<file path="src/rtl/ysyx_23060208_ifu_fetch.sv">
// Instruction fetch unit: single-outstanding AXI-lite-style read loop into a decode handshake.
// Optional access-fault reporting is enabled by defining YSYX_23060208_IFU_ACCESS_FAULT_EN.
module ysyx_23060208_ifu_fetch #(
  parameter int unsigned               DATA_WIDTH = 32,
  parameter logic [DATA_WIDTH-1:0]     RESET_PC   = 32'h8000_0000
) (
  input  logic                  clk,
  input  logic                  rst,
  output logic [DATA_WIDTH-1:0] ifu_araddr,
  output logic                  ifu_arvalid,
  input  logic                  ifu_arready,
  input  logic                  ifu_rvalid,
  input  logic [1:0]            ifu_rresp,
  input  logic [DATA_WIDTH-1:0] ifu_rdata,
  output logic                  ifu_rready,
  output logic                  ifu_to_idu_valid,
  output logic [DATA_WIDTH-1:0] ifu_to_idu_inst,
  output logic [DATA_WIDTH-1:0] ifu_to_idu_pc,
  output logic                  ifu_to_idu_fault,
  input  logic                  idu_allowin,
  input  logic                  redirect_valid,
  input  logic [DATA_WIDTH-1:0] redirect_pc
);

  localparam logic [DATA_WIDTH-1:0] Nop = DATA_WIDTH'(32'h0000_0013);

  typedef enum logic [1:0] {StAr, StR, StOut} state_e;

  state_e                  state_q;
  logic [DATA_WIDTH-1:0]   pc_q;
  logic [DATA_WIDTH-1:0]   araddr_q;
  logic                    arvalid_q;
  logic                    rready_q;
  logic                    discard_q;
  logic                    valid_q;
  logic [DATA_WIDTH-1:0]   inst_q;
  logic [DATA_WIDTH-1:0]   out_pc_q;
  logic                    fault_q;

  logic                    beat_fault;
  logic [DATA_WIDTH-1:0]   beat_inst;
  logic [DATA_WIDTH-1:0]   pc_inc;

`ifdef YSYX_23060208_IFU_ACCESS_FAULT_EN
  assign beat_fault = (ifu_rresp != 2'b00);
`else
  logic unused_rresp;
  assign unused_rresp = ^ifu_rresp;
  assign beat_fault   = 1'b0;
`endif

  assign beat_inst = beat_fault ? Nop : ifu_rdata;
  assign pc_inc    = pc_q + DATA_WIDTH'(4);

  always_ff @(posedge clk) begin
    if (!rst) begin
      state_q   <= StAr;
      pc_q      <= RESET_PC;
      araddr_q  <= RESET_PC;
      arvalid_q <= 1'b0;
      rready_q  <= 1'b0;
      discard_q <= 1'b0;
      valid_q   <= 1'b0;
      inst_q    <= '0;
      out_pc_q  <= '0;
      fault_q   <= 1'b0;
    end else begin
      unique case (state_q)
        StAr: begin
          // The address already on the bus stays put; a redirect only retargets the next fetch.
          if (redirect_valid) begin
            pc_q      <= redirect_pc;
            discard_q <= 1'b1;
          end
          if (arvalid_q && ifu_arready) begin
            arvalid_q <= 1'b0;
            rready_q  <= 1'b1;
            state_q   <= StR;
          end else begin
            arvalid_q <= 1'b1;
          end
        end
        StR: begin
          if (ifu_rvalid && rready_q) begin
            rready_q <= 1'b0;
            if (discard_q || redirect_valid) begin
              discard_q <= 1'b0;
              pc_q      <= redirect_valid ? redirect_pc : pc_q;
              araddr_q  <= redirect_valid ? redirect_pc : pc_q;
              arvalid_q <= 1'b1;
              state_q   <= StAr;
            end else begin
              valid_q  <= 1'b1;
              inst_q   <= beat_inst;
              out_pc_q <= pc_q;
              fault_q  <= beat_fault;
              state_q  <= StOut;
            end
          end else if (redirect_valid) begin
            pc_q      <= redirect_pc;
            discard_q <= 1'b1;
          end
        end
        StOut: begin
          if (redirect_valid) begin
            valid_q   <= 1'b0;
            fault_q   <= 1'b0;
            pc_q      <= redirect_pc;
            araddr_q  <= redirect_pc;
            arvalid_q <= 1'b1;
            state_q   <= StAr;
          end else if (valid_q && idu_allowin) begin
            valid_q <= 1'b0;
            fault_q <= 1'b0;
            // A faulting fetch parks here with valid low until a redirect arrives.
            if (!fault_q) begin
              pc_q      <= pc_inc;
              araddr_q  <= pc_inc;
              arvalid_q <= 1'b1;
              state_q   <= StAr;
            end
          end
        end
        default: state_q <= StAr;
      endcase
    end
  end

  assign ifu_araddr       = araddr_q;
  assign ifu_arvalid      = arvalid_q;
  assign ifu_rready       = rready_q;
  assign ifu_to_idu_valid = valid_q;
  assign ifu_to_idu_inst  = inst_q;
  assign ifu_to_idu_pc    = out_pc_q;
  assign ifu_to_idu_fault = fault_q;

endmodule

</file>
<file path="config.mk">
export PLATFORM = sky130hd
export DESIGN_NAME = ysyx_23060208_ifu_fetch
export DESIGN_NICKNAME = d
export VERILOG_FILES = /design/src/rtl/ysyx_23060208_ifu_fetch.sv
export SDC_FILE = /design/constraint.sdc
export NUM_CORES = 1
export LEC_CHECK = 0
export BUFFER_PORTS_ARGS = -buffer_cell sky130_fd_sc_hd__buf_4
export CORE_MARGIN = 2
export CORE_UTILIZATION = 47
export DETAILED_ROUTE_END_ITERATION = 6
export PLACE_DENSITY = 0.76
export SYNTH_ARGS = -nofsm -noshare
export SYNTH_HDL_FRONTEND = slang
export SYNTH_SLANG_ARGS = --single-unit
</file>
<file path="constraint.sdc">
create_clock -name clk -period 2.2 [get_ports clk]
set_clock_uncertainty 0.15 [all_clocks]
set_input_delay 0.22 -clock clk [delete_from_list [all_inputs] [get_ports clk]]
set_output_delay 0.22 -clock clk [all_outputs]
set_load 0.05 [all_outputs]
</file>
==> metrics.yaml, run 1 <==
outcome:
  outcome: "finished clean"
pwr:
  powerDensity_nw_per_um2: 706.2
  p_leak_nw: 3.570
  ir_drop_v: 0.0005430
grt:
  overflow: 0
  antenna_found_initial: 0
  grt_usage_pct: 26.70
  grt_pass1_wl_mm: 30.02
  grt_max_degree: 101
  grt_pass1_vias: 6180
yosys:
  synth_area_per_cell_um2: 7.910
  synth_cells: 765
  synth_top_area_share_pct: 44.33
  synth_edf_count: 0
  ys_types: 58
  yosysTopAreaCell: "dfxtp_1"
  yosys_warnings: 0
  netlist_area_um2: 6051
  syn-num-nets: 842
  synth_seq_area_share_pct: 44.33
  synth-main-ff-cell: "dfxtp_1"
  ys_seq_elements: 134
  async_flop_share_pct: 0
  synthTopCellsByArea: "dfxtp_1 44%, nand2_1 12%, a21oi_1 7.9%"
drt:
  drtPass1Iterations: 5
  via_count: 6373
  ant_nets: 0
  drt_wl_total_mm: 18.41
  wl_per_cell_um: 15.60
  drt_drc_violations_left: 0
  first_iter_violations: 415
  avgViaCountPerCell: 5.401
place:
  port_buffers: 168
  placed_area_um2: 7760
  dpl.hpwl_mm: 12.13
  gp_congestion: 0.9233
worst_setup_path:
  cp-startpoint: "pc_q[21]"
  rr_startpoint: "pc_q[21]"
  cp_data_required_time_ns: 2.34
  end_kind: "flip-flop"
  worstSetupPathType: "reg -> reg"
  arrival_ns: 2.29
  cp-start-kind: "flip-flop"
  worst-r2r-cell-count: 6
  critPathMaxFanout: 8
timing:
  timing.final.crit_share_pct: 97.72
  min_period_ns: 2.150
  maxSlewViolCount: 0
  rsz0062_at_grt: "yes"
  hold_ws_ns: 0.03522
  setup_viol: 0
  hold_viol: 0
  fmax_ghz: 0.4652
floorplan:
  start_util_pct: 47.95
  rows: 41
  die_x_um: 117.5
  die_h_um: 117.5
  core_area_um2: 12620
  die_area_um2: 13800
  io_pins: 172
cells_and_area:
  final_cell_mix: "225 x buf_4, 188 x nand2_1, 132 x dfxtp_1"
  post-route-cell-area_um2: 8915
  antennaDiodeCount: 0
  area_delta_synth_final_pct: 47.33
  fin_nets: 1073
  final_core_util_pct: 70.64
  drive_above_1_share_pct: 29.76
  seqCellArea_um2: 2685
  fill_cells: 1030
  multiInputGateArea_um2: 3173
  layout_commonest_cell: "buf_4"
clock_network:
  htreeDepth: 4
  cts_tree: "built"
  cts_buffers: 17
  cts.clk_slew.worst_paths_ns: 0.05
  root_buffer: "clkbuf_16"
  clk_latency_ns: 0.42
  cts_sinks: 134
  cts_max_path_buffers: 2
worst_hold_path:
  hp-class: "in -> reg"
  hold_path_depth: 3
  min_from: "redirect_pc[26]"
job:
  maxCapViolations: 0
## critical path, stage by stage (launching register included)
cell	delay (ns)
dfxtp_1	0.33
nand4_1	0.15
or4_4	0.59
buf_6	0.17
nor4_4	0.32
and4_1	0.25
o31ai_2	0.07
## stage by stage
step                      instances  setup TNS (ns)  total power, mW  worst slack (ns)
after floorplan                 765         -0.1634            3.224          -0.04830
after global placement         1099               0            3.579          0.006302
after detailed placement       1099         -0.1516            3.590          -0.05443
after CTS                      1176               0            6.326           0.01143
after global routing           1180         -0.1773            6.528          -0.03258
final                          1180               0            6.296           0.05023
## metal layers
layer  vias to the layer above  global-route usage, %  wire, µm
met1                      2956                  32.67      7803
met3                        44                  6.492      1295
met4                         0                  12.50       582
met5                         -                      0         0
li1                       3136                      -         -
met2                       237                  44.33      8724
## logic make-up after synthesis
logic type	after synthesis	synth area share, %
buf+inv	75	6.121
xor+xnor	16	2.316
fa+ha+maj	5	1.034
simple gates	326	24.69
other cells	1	0.06198
compound gates	199	19.93
mux	9	1.510
flops	134	44.33
## Yosys cell counts, drive strengths merged (8+ instances only)
master and n:
a21oi 95, buf 19, clkbuf 45, dfxtp 134, inv 10, mux2i 8, nand2 191, nand3 36
nand4 11, nor2 34, nor3 10, nor4 14, o211ai 8, o21ai 35, o31ai 21, xor2 11
## flip-flops by register name (all words and copies together) (netlist names)
signal / count
ifu_arvalid: 1
ifu_rready: 1
ifu_to_idu_pc: 32
pc_q: 32
discard_q: 1
ifu_to_idu_inst: 32
ifu_araddr: 32
state_q: 2
ifu_to_idu_valid: 1
## power breakdown
part | total, mW | internal [mW] | switching [mW]
Combinational | 1.03 | 0.424 | 0.602
Clock | 2.65 | 1.69 | 0.959
Sequential | 2.62 | 2.53 | 0.0853
Total | 6.30 | 4.65 | 1.65
## cell type report
class                   instances  area share [%]
clock buffers                  28           5.796
multi-input cells             556           35.59
well taps                     172           2.414
clock inverters                 3          0.4491
repair buffers                277           25.19
flip-flops and latches        134           30.12
inverters                      10          0.4351
## repair_timing
| item | in CTS | in global routing |
|---|---|---|
| pin swaps | 0 | 7 |
| endpoints found under the setup margin | 10 | 50 |
| gates cloned | 0 | 1 |
| hold endpoints to repair | 50 | 0 |
| buffers inserted | 0 | 3 |
| gates resized for setup | 3 | 19 |
| hold buffers | 46 | 0 |
## worst paths after layout
path,end,slack (ns)
max,pc_q[31],0.05
min,pc_q[26],0.04
max reg2reg,pc_q[31],0.05
min reg2reg,ifu_to_idu_inst[1],0.30
Note: power is estimated with default switching activity, not from simulation.
==> run 2: changes to the inputs <==
Settings changed: CORE_UTILIZATION 47 to 45, PLACE_DENSITY 0.76 to 0.73, SETUP_SLACK_MARGIN from default to 0.2.
==> run 2 against run 1 <==
Sequential cell count did not move. Total power fell by 0.87%. Clock-buffer cell count fell by 3. Sequential power barely moved. Clock power fell by 6%. Critical path depth rose by 3. Hold slack got worse by 0.0065 ns. Die area rose by 4.3%. Global-route usage rose by 0.24 points. Setup slack got worse by 0.0086 ns. Highest routed layer unchanged.
==> metrics.yaml, run 2 (synthesis results as in run 1) <==
floorplan:
  io_pins: 172  # unchanged
  core_area_um2: 13190  # was 12620 µm²
  rows: 42  # was 41
  die_area_um2: 14390  # was 13800 µm²
  start_util_pct: 45.87  # was 47.95%
  die_x_um: 120.0  # was 117.5 µm
  die_h_um: 120.0  # was 117.5 µm
timing:
  postLayoutSetupSlackWorst_ns: 0.04167  # was 0.05023 ns
  min_period_ns: 2.158  # was 2.150 ns
  hold_viol: 0  # unchanged
  rsz0062_at_grt: "yes"  # unchanged
  maxSlewViolCount: 0  # unchanged
  setup_viol: 0  # unchanged
  tightest_slew_ns: 0.6597
  slew_headroom_pct: 55.55
  fmax_ghz: 0.4633  # was 0.4652 GHz
  timing.final.crit_share_pct: 98.11  # was 97.72%
  tns_ns: 0  # unchanged
drt:
  first_iter_violations: 547  # was 415
  drt_wl_total_mm: 20.22  # was 18.41 mm
  maxUsedRoutingLayer: "met4"  # unchanged
  avgViaCountPerCell: 5.500  # was 5.401
  wl_per_cell_um: 16.79  # was 15.60 µm
  drt_drc_violations_left: 0  # unchanged
  ant_nets: 0  # unchanged
  drtPass1Iterations: 6  # was 5
  via_count: 6622  # was 6373
  wl_met2_mm: 9.709  # was 8.724 mm
  route.met3.wl_mm: 1.483  # was 1.295 mm
  m1WireLength_mm: 8.355  # was 7.803 mm
pwr:
  powerDensity_nw_per_um2: 652.7  # was 706.2 nW/µm²
  p_leak_nw: 3.836  # was 3.570 nW
  ir_drop_v: 0.0005427  # was 0.0005430 V
worst_setup_path:
  critPathMaxFanout: 6  # was 8
  worstSetupPathType: "reg -> reg"  # unchanged
  cp-endpoint: "pc_q[16]"  # was pc_q[31]
  end_kind: "flip-flop"  # unchanged
  worst-r2r-cell-count: 9  # was 6
  arrival_ns: 2.34  # was 2.29 ns
  cp-start-kind: "flip-flop"  # unchanged
  cp-startpoint: "state_q[0]"  # was pc_q[21]
  cp_data_required_time_ns: 2.39  # was 2.34 ns
  regToRegSetupSlack_ns: 0.04  # was 0.05 ns
  worstReg2RegEnd: "pc_q[16]"  # was pc_q[31]
  rr_startpoint: "state_q[0]"  # was pc_q[21]
place:
  gp_congestion: 0.8157  # was 0.9233
  dpl.hpwl_mm: 11.70  # was 12.13 mm
  dp_worst_setup_slack_ns: 0.04817  # was -0.05443 ns
  port_buffers: 168  # unchanged
  placed_area_um2: 7819  # was 7760 µm²
grt:
  grt_pass1_wl_mm: 31.01  # was 30.02 mm
  grt_usage_pct: 26.94  # was 26.70%
  grt_pass1_vias: 6208  # was 6180
  antenna_found_initial: 0  # unchanged
  overflow: 0  # unchanged
  grt_max_degree: 101  # unchanged
clock_network:
  root_buffer: "clkbuf_16"  # unchanged
  cts_sinks: 134  # unchanged
  cts_buffers: 17  # unchanged
  htreeDepth: 4  # unchanged
  cts_tree: "built"  # unchanged
  clk_latency_ns: 0.42  # about the same
  cts.clk_slew.worst_paths_ns: 0.06  # was 0.05 ns
  cts_max_path_buffers: 2  # unchanged
cells_and_area:
  area_delta_synth_final_pct: 58.02  # was 47.33%
  fill_cells: 1019  # was 1030
  fin_nets: 1094  # was 1073
  layout_commonest_cell: "buf_4"  # unchanged
  post-route-cell-area_um2: 9562  # was 8915 µm²
  drive_above_1_share_pct: 35.80  # was 29.76%
  seqCellArea_um2: 2698  # was 2685 µm²
  antennaDiodeCount: 0  # unchanged
  multiInputGateArea_um2: 3532  # was 3173 µm²
  final_cell_mix: "230 x buf_4, 188 x nand2_1, 124 x dfxtp_1"  # was 225 x buf_4, 188 x nand2_1, 132 x dfxtp_1
worst_hold_path:
  min_from: "redirect_pc[8]"  # was redirect_pc[26]
  hp-class: "in -> reg"  # unchanged
job:
  maxCapViolations: 0  # unchanged
outcome:
  outcome: "finished clean"  # unchanged
-- run 2: cell count changes in the layout (fill, tap and decap cells not counted), moves of 5 or more --
cell and delta:
buf_6 +9, dfxtp_1 -8, nor4_4 +8, dfxtp_2 +7
o21ai_0 -6, buf_12 +5, buf_4 +5, nand3_1 -5
o21ai_1 +5, o31ai_4 +5
-- run 2: layout make-up --
cell class / count / area share, %
multi-input combinational: 556 / 36.94
sequential: 134 / 28.21
timing repair buffer: 298 / 26.80
clock buffer: 25 / 5.077
tap: 176 / 2.303
inverter: 10 / 0.4057
clock inverter: 5 / 0.2617
-- run 2: timing repair --
action                                 in CTS  in global routing
hold buffers                               44                  0
resized for setup                          42                 56
setup endpoints to repair                  50                116
setup buffers                              15                 13
endpoints found under the hold margin      47                  0
pin swaps                                  16                 37
gates cloned                                4                  0
-- run 2: per-stage QoR --
stage	hold slack [ns]	instances	total power [mW]	utilization [%]
global placement	0.2929	1098	3.592	59.28
CTS	0.003959	1191	6.176	69.60
floorplan	0.2060	765	3.241	-
finish	0.02870	1204	6.241	72.49
detailed placement	0.2969	1098	3.598	59.28
global route	0.04178	1204	6.479	72.49
-- run 2: critical path, cell delays in order, from the launching register on --
cell and delay, ns:
dfxtp_2 0.33, inv_2 0.05, ha_4 0.19, buf_4 0.14, buf_6 0.11, nor2b_4 0.13, a221o_2 0.41, buf_12 0.17
buf_16 0.14, o31ai_4 0.25
-- run 2: power by group --
group / switching (mW) / internal, mW / leakage [nW]
Sequential: 0.0838 / 2.53 / 1.09
Combinational: 0.658 / 0.476 / 2.49
Clock: 0.987 / 1.50 / 0.257
-- run 2: per-layer routing --
metal,track usage (%),up-vias
li1,-,3173
met1,34.57,3125
met2,43.39,272
met3,7.272,52
met4,9.779,0
met5,0,-
-- run 2: how the worst min path moves through the flow --
| stage | endpoint | slack, ns | cells past startpoint |
|---|---|---|---|
| finish | pc_q[8] | 0.03 | 3 |
| global route | pc_q[8] | 0.04 | 3 |
| CTS | ifu_araddr[18] | 0.004 | 3 |
| detailed placement | ifu_to_idu_inst[18] | 0.30 | 2 |
| global placement | ifu_to_idu_inst[4] | 0.29 | 2 |
| floorplan | ifu_to_idu_inst[0] | 0.21 | 2 |
